`src/rtl/vec_elem_sequencer.sv`:
```
// vec_elem_sequencer: expands a decoded vector instruction into per-element
// issue slots for the ID/EXE register, absorbing downstream stalls as bubbles.
// Optional build macro VSEQ_PERF_EN adds saturating element/bubble counters.
module vec_elem_sequencer #(
  parameter int unsigned CNT_W  = 5,
  parameter int unsigned VL_W   = 6,
  parameter int unsigned MAX_VL = 32
) (
  input  logic             clk,
  input  logic             rst_n,
  input  logic             id_valid,
  input  logic             id_is_vector,
  input  logic [VL_W-1:0]  id_vl,
  input  logic             exe_stall,
  input  logic             flush,
  output logic [1:0]       next_state,
  output logic [CNT_W-1:0] cnt_i,
  output logic             elem_valid,
  output logic             stall_if,
`ifdef VSEQ_PERF_EN
  output logic [15:0]      perf_elems,
  output logic [15:0]      perf_bubbles,
`endif
  output logic             busy
);

  localparam logic [1:0] SLOT_SCALAR = 2'd0;
  localparam logic [1:0] SLOT_ELEM   = 2'd1;
  localparam logic [1:0] SLOT_LAST   = 2'd2;
  localparam logic [1:0] SLOT_BUBBLE = 2'd3;

  typedef enum logic {IDLE, RUN} state_t;

  state_t           st, st_nx;
  logic [CNT_W-1:0] cnt, cnt_nx;
  logic [CNT_W-1:0] vl_m1, vl_m1_nx;
  logic [VL_W-1:0]  vl_e;

  // Clamp requested length to the hardware maximum
  always_comb begin
    vl_e = id_vl;
    if (id_vl > VL_W'(MAX_VL)) vl_e = VL_W'(MAX_VL);
  end

  // State, element counter and last-index registers
  always_ff @(posedge clk) begin
    if (!rst_n) begin
      st    <= IDLE;
      cnt   <= '0;
      vl_m1 <= '0;
    end else begin
      st    <= st_nx;
      cnt   <= cnt_nx;
      vl_m1 <= vl_m1_nx;
    end
  end

  // Next-state and slot outputs; flush beats stall beats normal issue
  always_comb begin
    st_nx      = st;
    cnt_nx     = cnt;
    vl_m1_nx   = vl_m1;
    next_state = SLOT_SCALAR;
    cnt_i      = '0;
    elem_valid = 1'b0;
    stall_if   = 1'b0;
    if (flush) begin
      st_nx  = IDLE;
      cnt_nx = '0;
    end else if (exe_stall) begin
      next_state = SLOT_BUBBLE;
      cnt_i      = cnt;
      stall_if   = 1'b1;
    end else if (st == RUN) begin
      cnt_i      = cnt;
      elem_valid = 1'b1;
      if (cnt == vl_m1) begin
        next_state = SLOT_LAST;
        st_nx      = IDLE;
        cnt_nx     = '0;
      end else begin
        next_state = SLOT_ELEM;
        stall_if   = 1'b1;
        cnt_nx     = cnt + CNT_W'(1);
      end
    end else if (id_valid && id_is_vector && (vl_e != '0)) begin
      elem_valid = 1'b1;
      if (vl_e == VL_W'(1)) begin
        next_state = SLOT_LAST;
      end else begin
        next_state = SLOT_ELEM;
        stall_if   = 1'b1;
        st_nx      = RUN;
        cnt_nx     = CNT_W'(1);
        vl_m1_nx   = CNT_W'(vl_e - VL_W'(1));
      end
    end
  end

  assign busy = (st == RUN);

`ifdef VSEQ_PERF_EN
  // Saturating counters of issued elements and bubbles; flush does not clear them
  always_ff @(posedge clk) begin
    if (!rst_n) begin
      perf_elems   <= '0;
      perf_bubbles <= '0;
    end else begin
      if (elem_valid && (perf_elems != 16'hFFFF)) perf_elems <= perf_elems + 16'd1;
      if ((next_state == SLOT_BUBBLE) && (perf_bubbles != 16'hFFFF))
        perf_bubbles <= perf_bubbles + 16'd1;
    end
  end
`endif

endmodule

```
`config.mk`:
```
export PLATFORM = sky130hd
export DESIGN_NAME = vec_elem_sequencer
export DESIGN_NICKNAME = d
export VERILOG_FILES = /design/src/rtl/vec_elem_sequencer.sv
export SDC_FILE = /design/constraint.sdc
export NUM_CORES = 1
export LEC_CHECK = 0
export BUFFER_PORTS_ARGS = -buffer_cell sky130_fd_sc_hd__buf_2
export CORE_MARGIN = 4
export CORE_UTILIZATION = 51
export CTS_CLUSTER_SIZE = 8
export DETAILED_ROUTE_END_ITERATION = 6
export PLACE_DENSITY_LB_ADDON = 0.2
export SLEW_MARGIN = 20
export SYNTH_ARGS = -nofsm -noshare
export SYNTH_HDL_FRONTEND = slang
export SYNTH_SLANG_ARGS = --single-unit
```
`constraint.sdc`:
```
create_clock -name clk -period 2.5 [get_ports clk]
set_input_delay 0.25 -clock clk [delete_from_list [all_inputs] [get_ports clk]]
set_output_delay 0.25 -clock clk [all_outputs]
set_load 0.01 [all_outputs]
```
Word level (Yosys, flattened, before mapping)
Index checks and enable logic that the tools add are counted.
Widths: inputs -> output; s select.

word-level totals
  flip-flop bits (word level) = 11
  input port bits = 12
  logic and storage cells = 45

operators by class
  muxes and demuxes = 24
  reductions and logical operators = 7
  $add $sub $neg = 2
  bitwise gates (word level) = 5
  $lt $le $gt $ge = 1
  equal/unequal tests = 3

operators by type and width
  cell                 count
  $mux 5               7
  $mux 2               6
  $mux 1               10
  $eq 6x1->1 const B   1
  $gt 6x6->1 const B   1
  $mux 6               1
  $reduce_bool 6->1    1
  $add 5x1->5 const B  1
  $eq 5x5->1           1
  $not 1->1            5
  $reduce_and 5->1     1
  $sub 5x1->5 const B  1
  $reduce_and 3->1     1
  $logic_and 1x1->1    2
  $ne 2x2->1 const B   1
  $reduce_bool 2->1    1
  $reduce_or 2->1      1

Longest topological paths before layout
Gate-level depths: netlist of the first run.

  depth in word-level cells = 8
  gate-level depth with buffers = 8
  gate-level depth less buffers = 7

Worst setup path after synthesis of the first run
No wires, ideal clock.

  path type = input -> register
  start point = input id_vl[0]
  end point = register vl_m1[1]
  setup time = 0.117 ns
  data required time = 2.383 ns
  stages = 7
  path slack = 0.588 ns
  data arrival time = 1.794 ns
  path through = nor2b_1 inv_1 ha_1 or2_4 a2111oi_4 mux2i_1 nor2_1

on the way
  word-level cells in the longest chain between the ends = 5
  elaborated cells between the ends (all ways) = 8
  classes of those cells = add/sub: 1; order compare: 1; eq/ne: 1; mux: 1; bitwise: 1; reduce/logical: 3

ends and longest elaborated chain
  what                                                 RTL line  text
  start, declared                                      13        input logic [VL_W-1:0] id_vl,
  $gt 6x6->1                                           42        if (id_vl > VL_W'(MAX_VL)) vl_e = VL_W'(MAX_VL);
  $mux 6 *                                             42
  branches (longest 3 deep; another with $sub 5x1->5)  -
  end signal, assigned                                 54        vl_m1 <= vl_m1_nx;
  end, declared                                        36        logic [CNT_W-1:0] vl_m1, vl_m1_nx;

Mark *: on every way between the ends.
A chain may end at the register's enable or synchronous reset.

Final worst setup path of the first run
  start point = register cnt[3]
  end point = output next_state[0]

on the way
  word-level cells in the longest chain between the ends = 5

ends and longest elaborated chain
  what                    RTL line  text
  start, declared         35        logic [CNT_W-1:0] cnt, cnt_nx;
  start signal, assigned  53        cnt <= cnt_nx;
  $eq 5x5->1              77        if (cnt == vl_m1) begin
  $mux 2                  77
  $mux 2                  74        end else if (st == RUN) begin
  $mux 2                  70        end else if (exe_stall) begin
  $mux 2                  67        if (flush) begin
  end, declared           16        output logic [1:0] next_state,

Every way passes these cells.

==> impl_metrics.csv, run 1 <==
group,metric,value,unit
pwr,fin_total_pwr,397,µW
clock_network,cts.sinks,11,
timing,worst_slew_pin_slew,0.569,ns
placement,dpl.cell_count,142,
pwr,static-leakage-power,0.390,nW
clock_network,tritoncts,"done",
logic_synthesis,post_synthesis_average_cell_area,8.07,µm²
critical_path,cp-end-kind,"primary output",
floorplanning,initial_core_util,0.554,
routing,route.detailed.wl_per_inst,14.3,µm
critical_path,critical_path.cell_chain,"xnor2_1 -> nand3_1 -> o21ai_0 -> a21oi_1 -> buf_2",
critical_path,timing.critical_path.fanout_max,7,
logic_synthesis,yosys.cell_types.count,36,
critical_path,crit_slowest_cell,"sky130_fd_sc_hd__dfxtp_1",
timing,setup_tns,0,ns
routing,firstDrtPassIters,4,
timing,hold_viol,0,
grt,global_route_wire_length_before_repair,3660,µm
finish,layout.cells.non_filler,146,
floorplanning,die_width,49.1,µm
placement,place.port_buffers,21,
logic_synthesis,postSynthNetCount,123,
status,run_status,"finished, final reports clean",
logic_synthesis,edff_count_synth,0,
timing,whs,0.294,ns
grt,all_layer_global_routing_usage,0.194,
critical_path,crit_path_start_kind,"flip-flop",
grt,vias_in_the_first_global_route,832,
grt,grt_antenna_before_repair,0,
clock_network,ctsLongestPathBuffers,2,
grt,pin_count_of_the_biggest_net_entering_global_routing,17,
floorplanning,die-area,0.00242,mm²
hold_path,min-delay-path-class,"in -> reg",
clock_network,numCtsBuffers,3,
floorplanning,row_count,14,
timing,setup_viol,0,
placement,dpl.hpwl,1620,µm
timing,layout_worst_path_cycle_share,0.822,
pwr,ir_drop,0.288,mV
logic_synthesis,post_synth_instance_area,863,µm²
finish,area.growth.synth_to_final,16.4,%
timing,finClkSkew,0.00197,ns
clock_network,post_cts.resized_instances,0,
finish,postLayoutCoreUtil,0.644,
timing,maxClockFrequency,486,MHz
logic_synthesis,syn-instance-count,107,
finish,insertedDiodeCount,0,
floorplanning,io_pins,22,
floorplanning,chipHeight,49.1,µm
timing,rsz0062_at_grt,"no",
timing,slew-limit-headroom,0.620,
pwr,powerDensity,395,mW/mm²
routing,drtIter0Drc,20,
critical_path,criticalPathCategory,"reg -> out",
clock_network,htreeDepth,1,
finish,drive_above_1_share,0.231,
routing,routed_wl,2090,µm
floorplanning,core_area,0.00156,mm²
routing,drc,0,
clock_network,clock_tree_root_buffer_cell,"sky130_fd_sc_hd__clkbuf_4",
timing,fin_crit,2.06,ns
clock_network,clkSlewWorstSetupHoldPaths,0.07,ns
logic_synthesis,yosys_most_used_dff,"sky130_fd_sc_hd__dfxtp_1",
clock_network,cts.repair_timing.setup_buffer_count,0,
critical_path,timing.critical_path.arrival,1.81,ns
critical_path,slowest_delay,0.43,ns
critical_path,cp_data_required_time,2.25,ns
placement,gp_routability_congestion,0.835,
timing,slew_viol_final,0,
routing,route.antenna.remaining_nets,0,
logic_synthesis,yosys_register_bits,11,
job,cap_violations,0,
logic_synthesis,ys_warn_count,0,
logic_synthesis,asyncSetResetFlopFracSynth,0,
finish,final_nets,147,
routing,viasPerCell,6.09,
clock_network,insertion_delay,0.28,ns
logic_synthesis,synth_sequential_area_ratio,0.255,
routing,dr_total_vias,889,
clock_network,cts_hold_bufs,0,
grt,grt-ovfl-total,0,
-- synthesized netlist by cell type, drive strengths merged (2+ instances only) --
cell type	count	area share
o21ai	3	0.017
nand2	7	0.030
o211ai	2	0.017
a2111oi	2	0.042
nand2b	4	0.029
a211oi	3	0.032
ha	4	0.058
a21oi	6	0.035
a311oi	2	0.020
nand3	6	0.035
inv	4	0.017
nor3	2	0.012
or2	2	0.020
dfxtp	11	0.26
a31oi	3	0.022
and2	6	0.043
o221ai	2	0.020
nor2b	3	0.022
o2111ai	2	0.020
nor2	14	0.061
xnor2	7	0.071
-- final cells by class --
| cell class | instances | area, µm² |
|---|---|---|
| multi-input cells | 90 | 617 |
| fillers | 147 | 554 |
| flip-flops and latches | 11 | 220 |
| repair buffers | 21 | 105 |
| clock buffers | 3 | 22.5 |
| well taps | 16 | 20.0 |
| inverters | 4 | 15.0 |
| clock inverters | 1 | 5.00 |
-- registers in the layout, summed over array words and instances (netlist names) --
signal	cells
vl_m1	5
cnt	5
busy	1
-- path summary, 6_finish.rpt --
kind            start            end  slack [ns]  cells after the start
max            cnt[3]  next_state[0]        0.44                      5
max reg2reg      busy         cnt[4]        0.62                      4
min reg2reg  vl_m1[1]       vl_m1[1]        0.53                      2
min             rst_n       vl_m1[1]        0.29                      3
-- cell families (layout without fill, tap and decap cells) --
group / Yosys count / in the layout / share of synthesized area
AO/OA/AOI/OAI: 29 / 29 / 0.262
buffers and inverters: 6 / 29 / 0.0304
AND/OR/NAND/NOR: 49 / 49 / 0.312
XOR/XNOR: 7 / 7 / 0.0710
multiplexers: 1 / 1 / 0.0116
flip-flops: 11 / 11 / 0.255
adder cells (fa/ha/maj): 4 / 4 / 0.0580
-- worst max-delay path: cells and delay by family (launching register included) --
family / cells / cell delay [ns]
AOI/OAI and AO/OA: 2 / 0.52
xor gates and xnor gates: 1 / 0.16
buffers and inverters: 1 / 0.16
DFF: 1 / 0.43
and+or+nand+nor: 1 / 0.25
-- metrics by stage --
stage	cell area [µm²]	worst slack, ns
4_1_cts	1000	0.465
2_1_floorplan	863	0.588
6_report	1000	0.444
5_1_grt	1000	0.288
3_5_place_dp	977	0.215
3_3_place_gp	977	0.295
-- metal layers --
metal / track usage / share of wire
met4: 0.0616 / 0.020
met1: 0.241 / 0.47
met5: 0 / 0
met2: 0.308 / 0.44
met3: 0.0703 / 0.065
-- cell usage in the layout (no fill, tap or decap), types with 2 or more instances in the layout --
cell type	Yosys	layout
sky130_fd_sc_hd__and2_1	6	6
sky130_fd_sc_hd__nor3_1	2	2
sky130_fd_sc_hd__inv_1	4	4
sky130_fd_sc_hd__a21oi_1	6	6
sky130_fd_sc_hd__nand3_1	6	6
sky130_fd_sc_hd__a211oi_1	2	2
sky130_fd_sc_hd__o21ai_0	2	2
sky130_fd_sc_hd__or2_4	2	2
sky130_fd_sc_hd__nor2_1	14	14
sky130_fd_sc_hd__a31oi_1	3	3
sky130_fd_sc_hd__nand2b_1	4	4
sky130_fd_sc_hd__buf_2	0	21
sky130_fd_sc_hd__nor2b_1	3	3
sky130_fd_sc_hd__a311oi_1	2	2
sky130_fd_sc_hd__dfxtp_1	11	11
sky130_fd_sc_hd__o2111ai_1	2	2
sky130_fd_sc_hd__o221ai_1	2	2
sky130_fd_sc_hd__ha_1	4	4
sky130_fd_sc_hd__o211ai_1	2	2
sky130_fd_sc_hd__xnor2_1	7	7
sky130_fd_sc_hd__nand2_1	7	7
sky130_fd_sc_hd__clkbuf_4	0	3
-- report_power, final --
| group | leakage, nW | internal [mW] | switching (mW) |
|---|---|---|---|
| registers | 0.0890 | 0.179 | 0.00420 |
| logic | 0.284 | 0.0364 | 0.0532 |
| clock network | 0.0177 | 0.0595 | 0.0654 |
(Power assumes the default switching activity.)
==> inputs of run 2 (changes only) <==
==> constraint.sdc (replaced) <==
create_clock -name clk -period 2.1 [get_ports clk]
set_input_delay 0.21 -clock clk [delete_from_list [all_inputs] [get_ports clk]]
set_output_delay 0.21 -clock clk [all_outputs]
set_load 0.01 [all_outputs]
==> impl_metrics.csv, run 2 (same netlist as run 1, synthesis figures left out) <==
group,metric,value,unit
timing,worst_slew_pin_slew,0.470,ns
routing,routed_wl,2000,µm
grt,global_route.usage.met1,0.242,
grt,grt_use_met3,0.0612,
timing,hold_viol,0,
clock_network,clock_tree_root_buffer_cell,"sky130_fd_sc_hd__clkbuf_4",
clock_network,ctsLongestPathBuffers,2,
clock_network,insertion_delay,0.27,ns
clock_network,cts_hold_bufs,0,
routing,drc,0,
clock_network,post_cts.resized_instances,0,
critical_path,cp_data_required_time,1.89,ns
hold_path,hold_path_end,"vl_m1[1]",
floorplanning,core_area,0.00156,mm²
floorplanning,die_width,49.1,µm
finish,final_common_cell,"sky130_fd_sc_hd__buf_2",
timing,final.setup.worst_slack,0.226,ns
placement,place_worst_setup_slack,0.0120,ns
grt,grt_antenna_before_repair,0,
grt,grt-ovfl-total,0,
critical_path,worstReg2RegStart,"busy",
routing,route.detailed.wl_per_inst,13.2,µm
placement,dpl.hpwl,1650,µm
timing,layout_worst_path_cycle_share,0.893,
timing,setup_tns,0,ns
floorplanning,die-area,0.00242,mm²
grt,global_route_wire_length_before_repair,3680,µm
routing,firstDrtPassIters,4,
pwr,static-leakage-power,0.417,nW
clock_network,clkSlewWorstSetupHoldPaths,0.07,ns
timing,slew_viol_final,0,
critical_path,crit_path_start_kind,"flip-flop",
timing,setup_viol,0,
timing,maxClockFrequency,534,MHz
routing,route.antenna.remaining_nets,0,
routing,drtIter0Drc,24,
timing,rsz0062_at_grt,"no",
clock_network,tritoncts,"done",
floorplanning,chipHeight,49.1,µm
finish,insertedDiodeCount,0,
hold_path,source_of_the_worst_hold_timing_path,"rst_n",
critical_path,worst_r2r_endpoint,"cnt[2]",
hold_path,min-delay-path-class,"in -> reg",
finish,area.growth.synth_to_final,20.7,%
job,cap_violations,0,
grt,grt_busiest_layer,"met2",
routing,viasPerCell,5.76,
critical_path,worst_r2r_path_depth,4,
critical_path,cp-end-kind,"primary output",
critical_path,r2r_slack,0.48,ns
floorplanning,row_count,14,
clock_network,htreeDepth,1,
critical_path,criticalPathCategory,"reg -> out",
clock_network,numCtsBuffers,3,
finish,nFillCells,137,
placement,place.port_buffers,21,
routing,dr_total_vias,870,
timing,fin_crit,1.87,ns
finish,final_nets,152,
grt,vias_in_the_first_global_route,857,
pwr,powerDensity,453,mW/mm²
placement,gp_routability_congestion,0.906,
pwr,ir_drop,0.430,mV
critical_path,timing.critical_path.fanout_max,7,
floorplanning,io_pins,22,
finish,drive_above_1_share,0.259,
clock_network,cts.repair_timing.setup_buffer_count,0,
grt,all_layer_global_routing_usage,0.193,
clock_network,cts.sinks,11,
grt,globalRouteMet2Util,0.326,
grt,pin_count_of_the_biggest_net_entering_global_routing,11,
timing,slew-limit-headroom,0.684,
status,run_status,"finished, final reports clean",
floorplanning,initial_core_util,0.554,
hold_path,hold_depth,3,
timing,finClkSkew,0.00133,ns
finish,layout.cells.most_common_list,"sky130_fd_sc_hd__buf_2, sky130_fd_sc_hd__nor2_1, sky130_fd_sc_hd__dfxtp_1, sky130_fd_sc_hd__nand2_1, sky130_fd_sc_hd__xnor2_1",
critical_path,timing.critical_path.arrival,1.66,ns
-- run 2: cell count changes in the layout (fill, tap and decap cells not counted) --
cell | before | now
sky130_fd_sc_hd__buf_4 | 0 | 5
-- run 2: layout make-up --
type,count,area [µm²],area share
clock inverter,1,5.00,0.00480
inverter,4,15.0,0.0144
timing repair buffer,26,143,0.137
tap,16,20.0,0.0192
sequential,11,220,0.211
clock buffer,3,22.5,0.0216
multi-input combinational,90,617,0.592
-- run 2: how the worst max path moves through the flow --
| stage | start | depth (start not counted) | slack, ns | endpoint |
|---|---|---|---|---|
| 2_1_floorplan | id_vl[0] | 7 | 0.23 | vl_m1[1] |
| 3_3_place_gp | id_vl[5] | 8 | 0.07 | vl_m1[4] |
| 3_5_place_dp | id_vl[5] | 8 | 0.01 | vl_m1[3] |
| 4_1_cts | cnt[2] | 5 | 0.23 | next_state[0] |
| 5_1_grt | cnt[2] | 5 | 0.07 | stall_if |
| 6_report | cnt[2] | 5 | 0.23 | next_state[0] |
-- run 2: where the power goes --
part	internal [mW]	switching (mW)
logic	0.0484	0.0629
clock network	0.0704	0.0740
registers	0.213	0.00408
total	0.331	0.141
-- run 2: stage by stage --
step | instance area, µm² | power [mW] | hold slack, ns | util | instances
global route | 1040 | 0.508 | 0.270 | 0.669 | 151
finish | 1040 | 0.472 | 0.273 | 0.669 | 151
floorplan | 863 | 0.291 | 0.393 | - | 107
global placement | 1010 | 0.331 | 0.505 | 0.651 | 147
detailed placement | 1010 | 0.333 | 0.516 | 0.651 | 147
CTS | 1040 | 0.479 | 0.271 | 0.669 | 151
-- run 2: critical path: stages (launching register included) --
cell,delay [ns]
sky130_fd_sc_hd__dfxtp_1,0.46
sky130_fd_sc_hd__xnor2_1,0.16
sky130_fd_sc_hd__nand2_1,0.19
sky130_fd_sc_hd__o21ai_0,0.30
sky130_fd_sc_hd__a21oi_1,0.14
sky130_fd_sc_hd__buf_2,0.16
-- run 2: metal layers --
metal  vias up  wire length, µm
li1        450                -
met1       390              877
met2        30              973
met3         0              147
met4         0                0
met5         -                0
==> inputs of run 3 (changes only) <==
--- a/config.mk
+++ b/config.mk
@@ -11,6 +11,7 @@
 export CTS_CLUSTER_SIZE = 8
 export DETAILED_ROUTE_END_ITERATION = 6
 export PLACE_DENSITY_LB_ADDON = 0.2
+export SETUP_SLACK_MARGIN = 0.3
 export SLEW_MARGIN = 20
 export SYNTH_ARGS = -nofsm -noshare
 export SYNTH_HDL_FRONTEND = slang
==> impl_metrics.csv, run 3 (same netlist as run 1, synthesis figures left out) <==
group,metric,value,unit
timing,rsz0062_at_grt,"yes",
grt,grt-ovfl-total,0,
timing,whs,0.261,ns
clock_network,cts.sinks,11,
critical_path,cp-end-kind,"primary output",
timing,layout_worst_path_cycle_share,0.834,
pwr,seq_power_share,0.449,
pwr,static-leakage-power,0.414,nW
hold_path,hold_path_end,"cnt[2]",
routing,routed_wl,2170,µm
finish,layout.cells.most_common_list,"sky130_fd_sc_hd__buf_2, sky130_fd_sc_hd__nor2_1, sky130_fd_sc_hd__dfxtp_1, sky130_fd_sc_hd__xnor2_1",
timing,worst_slew_pin_slew,0.490,ns
hold_path,min-delay-path-class,"in -> reg",
finish,final_nets,151,
hold_path,hold_depth,3,
pwr,fin_total_pwr,483,µW
timing,slew-limit-headroom,0.671,
routing,viasPerCell,5.87,
floorplanning,chipHeight,49.1,µm
clock_network,clkSlewWorstSetupHoldPaths,0.08,ns
finish,multi_input_area,642,µm²
pwr,ir_drop,0.405,mV
pwr,clkPwrFrac,0.309,
clock_network,ctsLongestPathBuffers,2,
critical_path,timing.critical_path.arrival,1.54,ns
critical_path,criticalPathCategory,"reg -> out",
critical_path,slowest_delay,0.36,ns
finish,insertedDiodeCount,0,
critical_path,crit_path_start_kind,"flip-flop",
critical_path,worst_r2r_path_depth,5,
routing,route.antenna.remaining_nets,0,
clock_network,insertion_delay,0.28,ns
status,run_status,"finished, final reports clean",
timing,hold_viol,0,
critical_path,r2r_slack,0.56,ns
critical_path,crit_slowest_cell,"sky130_fd_sc_hd__dfxtp_2",
critical_path,worst_r2r_endpoint,"cnt[2]",
clock_network,numCtsBuffers,3,
pwr,switching_power,147,µW
timing,setup_viol,0,
floorplanning,die-area,0.00242,mm²
placement,dpl.cell_count,146,
timing,fin_crit,1.75,ns
floorplanning,row_count,14,
critical_path,critical_path.top_delay_family,"flip-flops",
clock_network,clock_tree_root_buffer_cell,"sky130_fd_sc_hd__clkbuf_4",
clock_network,htreeDepth,1,
grt,grt_antenna_before_repair,0,
pwr,switching_part_of_the_total_power,0.303,
timing,setup_tns,0,ns
grt,vias_in_the_first_global_route,876,
finish,drive_above_1_share,0.321,
critical_path,cp_data_required_time,1.89,ns
grt,all_layer_global_routing_usage,0.197,
floorplanning,core_area,0.00156,mm²
critical_path,critical_path.cell_chain,"xnor2_1 -> nand2_1 -> o21ai_2 -> a21oi_2 -> buf_2",
placement,gp_routability_congestion,0.874,
hold_path,source_of_the_worst_hold_timing_path,"rst_n",
placement,place.port_buffers,21,
grt,global_route_wire_length_before_repair,3690,µm
finish,final_common_cell,"sky130_fd_sc_hd__buf_2",
routing,drtIter0Drc,22,
job,cap_violations,0,
grt,pin_count_of_the_biggest_net_entering_global_routing,11,
finish,layout.cells.non_filler,150,
critical_path,worstReg2RegStart,"cnt[1]",
floorplanning,io_pins,22,
clock_network,cts.repair_timing.setup_buffer_count,0,
pwr,powerDensity,455,mW/mm²
routing,route.detailed.wl_per_inst,14.4,µm
routing,drc,0,
clock_network,tritoncts,"done",
critical_path,timing.critical_path.fanout_max,7,
timing,maxClockFrequency,571,MHz
finish,nFillCells,131,
clock_network,cts_hold_bufs,0,
routing,dr_total_vias,880,
timing,finClkSkew,0.0130,ns
routing,firstDrtPassIters,4,
pwr,power.internal,336,µW
pwr,share_comb_of_total_power,0.242,
placement,dpl.hpwl,1700,µm
floorplanning,initial_core_util,0.554,
finish,area.growth.synth_to_final,23.0,%
floorplanning,die_width,49.1,µm
critical_path,timing.critical_path.buf_inv,1,
finish,final-seq-area,224,µm²
timing,slew_viol_final,0,
## run 3: cell count changes in the layout (fill, tap and decap cells not counted), moves of 2 or more
| cell | previous run | this run |
|---|---|---|
| sky130_fd_sc_hd__ha_1 | 4 | 2 |
| sky130_fd_sc_hd__dfxtp_2 | 0 | 3 |
| sky130_fd_sc_hd__dfxtp_1 | 11 | 8 |
| sky130_fd_sc_hd__ha_2 | 0 | 2 |
## run 3: worst max path at each step
stage,from,to,slack [ns],cells past startpoint
floorplan,id_vl[0],vl_m1[1],0.33,7
global placement,id_vl[5],vl_m1[4],0.15,9
detailed placement,id_vl[5],vl_m1[3],0.11,9
CTS,id_vl[5],stall_if,0.31,9
global route,cnt[0],stall_if,0.26,5
finish,cnt[0],stall_if,0.35,5
## run 3: power by group through the flow
stage,Sequential [mW],Clock [mW],Combinational [mW]
after floorplan,0.221,0,0.0710
after global placement,0.221,0,0.108
after detailed placement,0.221,0,0.111
after CTS,0.217,0.151,0.113
after global routing,0.218,0.165,0.128
final,0.217,0.149,0.117
## run 3: timing repair
item / in CTS / in global routing
pin swaps: 1 / 0
setup endpoints to repair: 2 / 7
hold endpoints to repair: 0 / 0
resized for setup: 4 / 7
## run 3: per-layer routing
layer / vias up / part of all wire / global-route usage
met2: 24 / 0.49 / 0.330
met5: - / 0 / 0
met1: 406 / 0.43 / 0.231
met4: 0 / 0.014 / 0.0806
met3: 5 / 0.065 / 0.0612
li1: 445 / - / -
## run 3: worst register-to-register path: cells and delay by family, from the launching register on
kind / cells / cell delay, ns
and+or+nand+nor: 1 / 0.07
adders and majority gates: 1 / 0.23
AOI/OAI and AO/OA: 3 / 0.77
DFF: 1 / 0.41
## run 3: layout make-up
type	instances	area share
multi-input cells	90	0.604
flip-flops and latches	11	0.211
repair buffers	25	0.127
clock buffers	4	0.0247
well taps	16	0.0188
inverters	4	0.0141
## run 3: metrics by stage
stage	worst slack, ns	area, µm²	util
after floorplan	0.329	866	-
after detailed placement	0.107	1010	0.648
final	0.348	1060	0.681
after global routing	0.257	1060	0.681
after CTS	0.307	1040	0.670
after global placement	0.145	1010	0.648
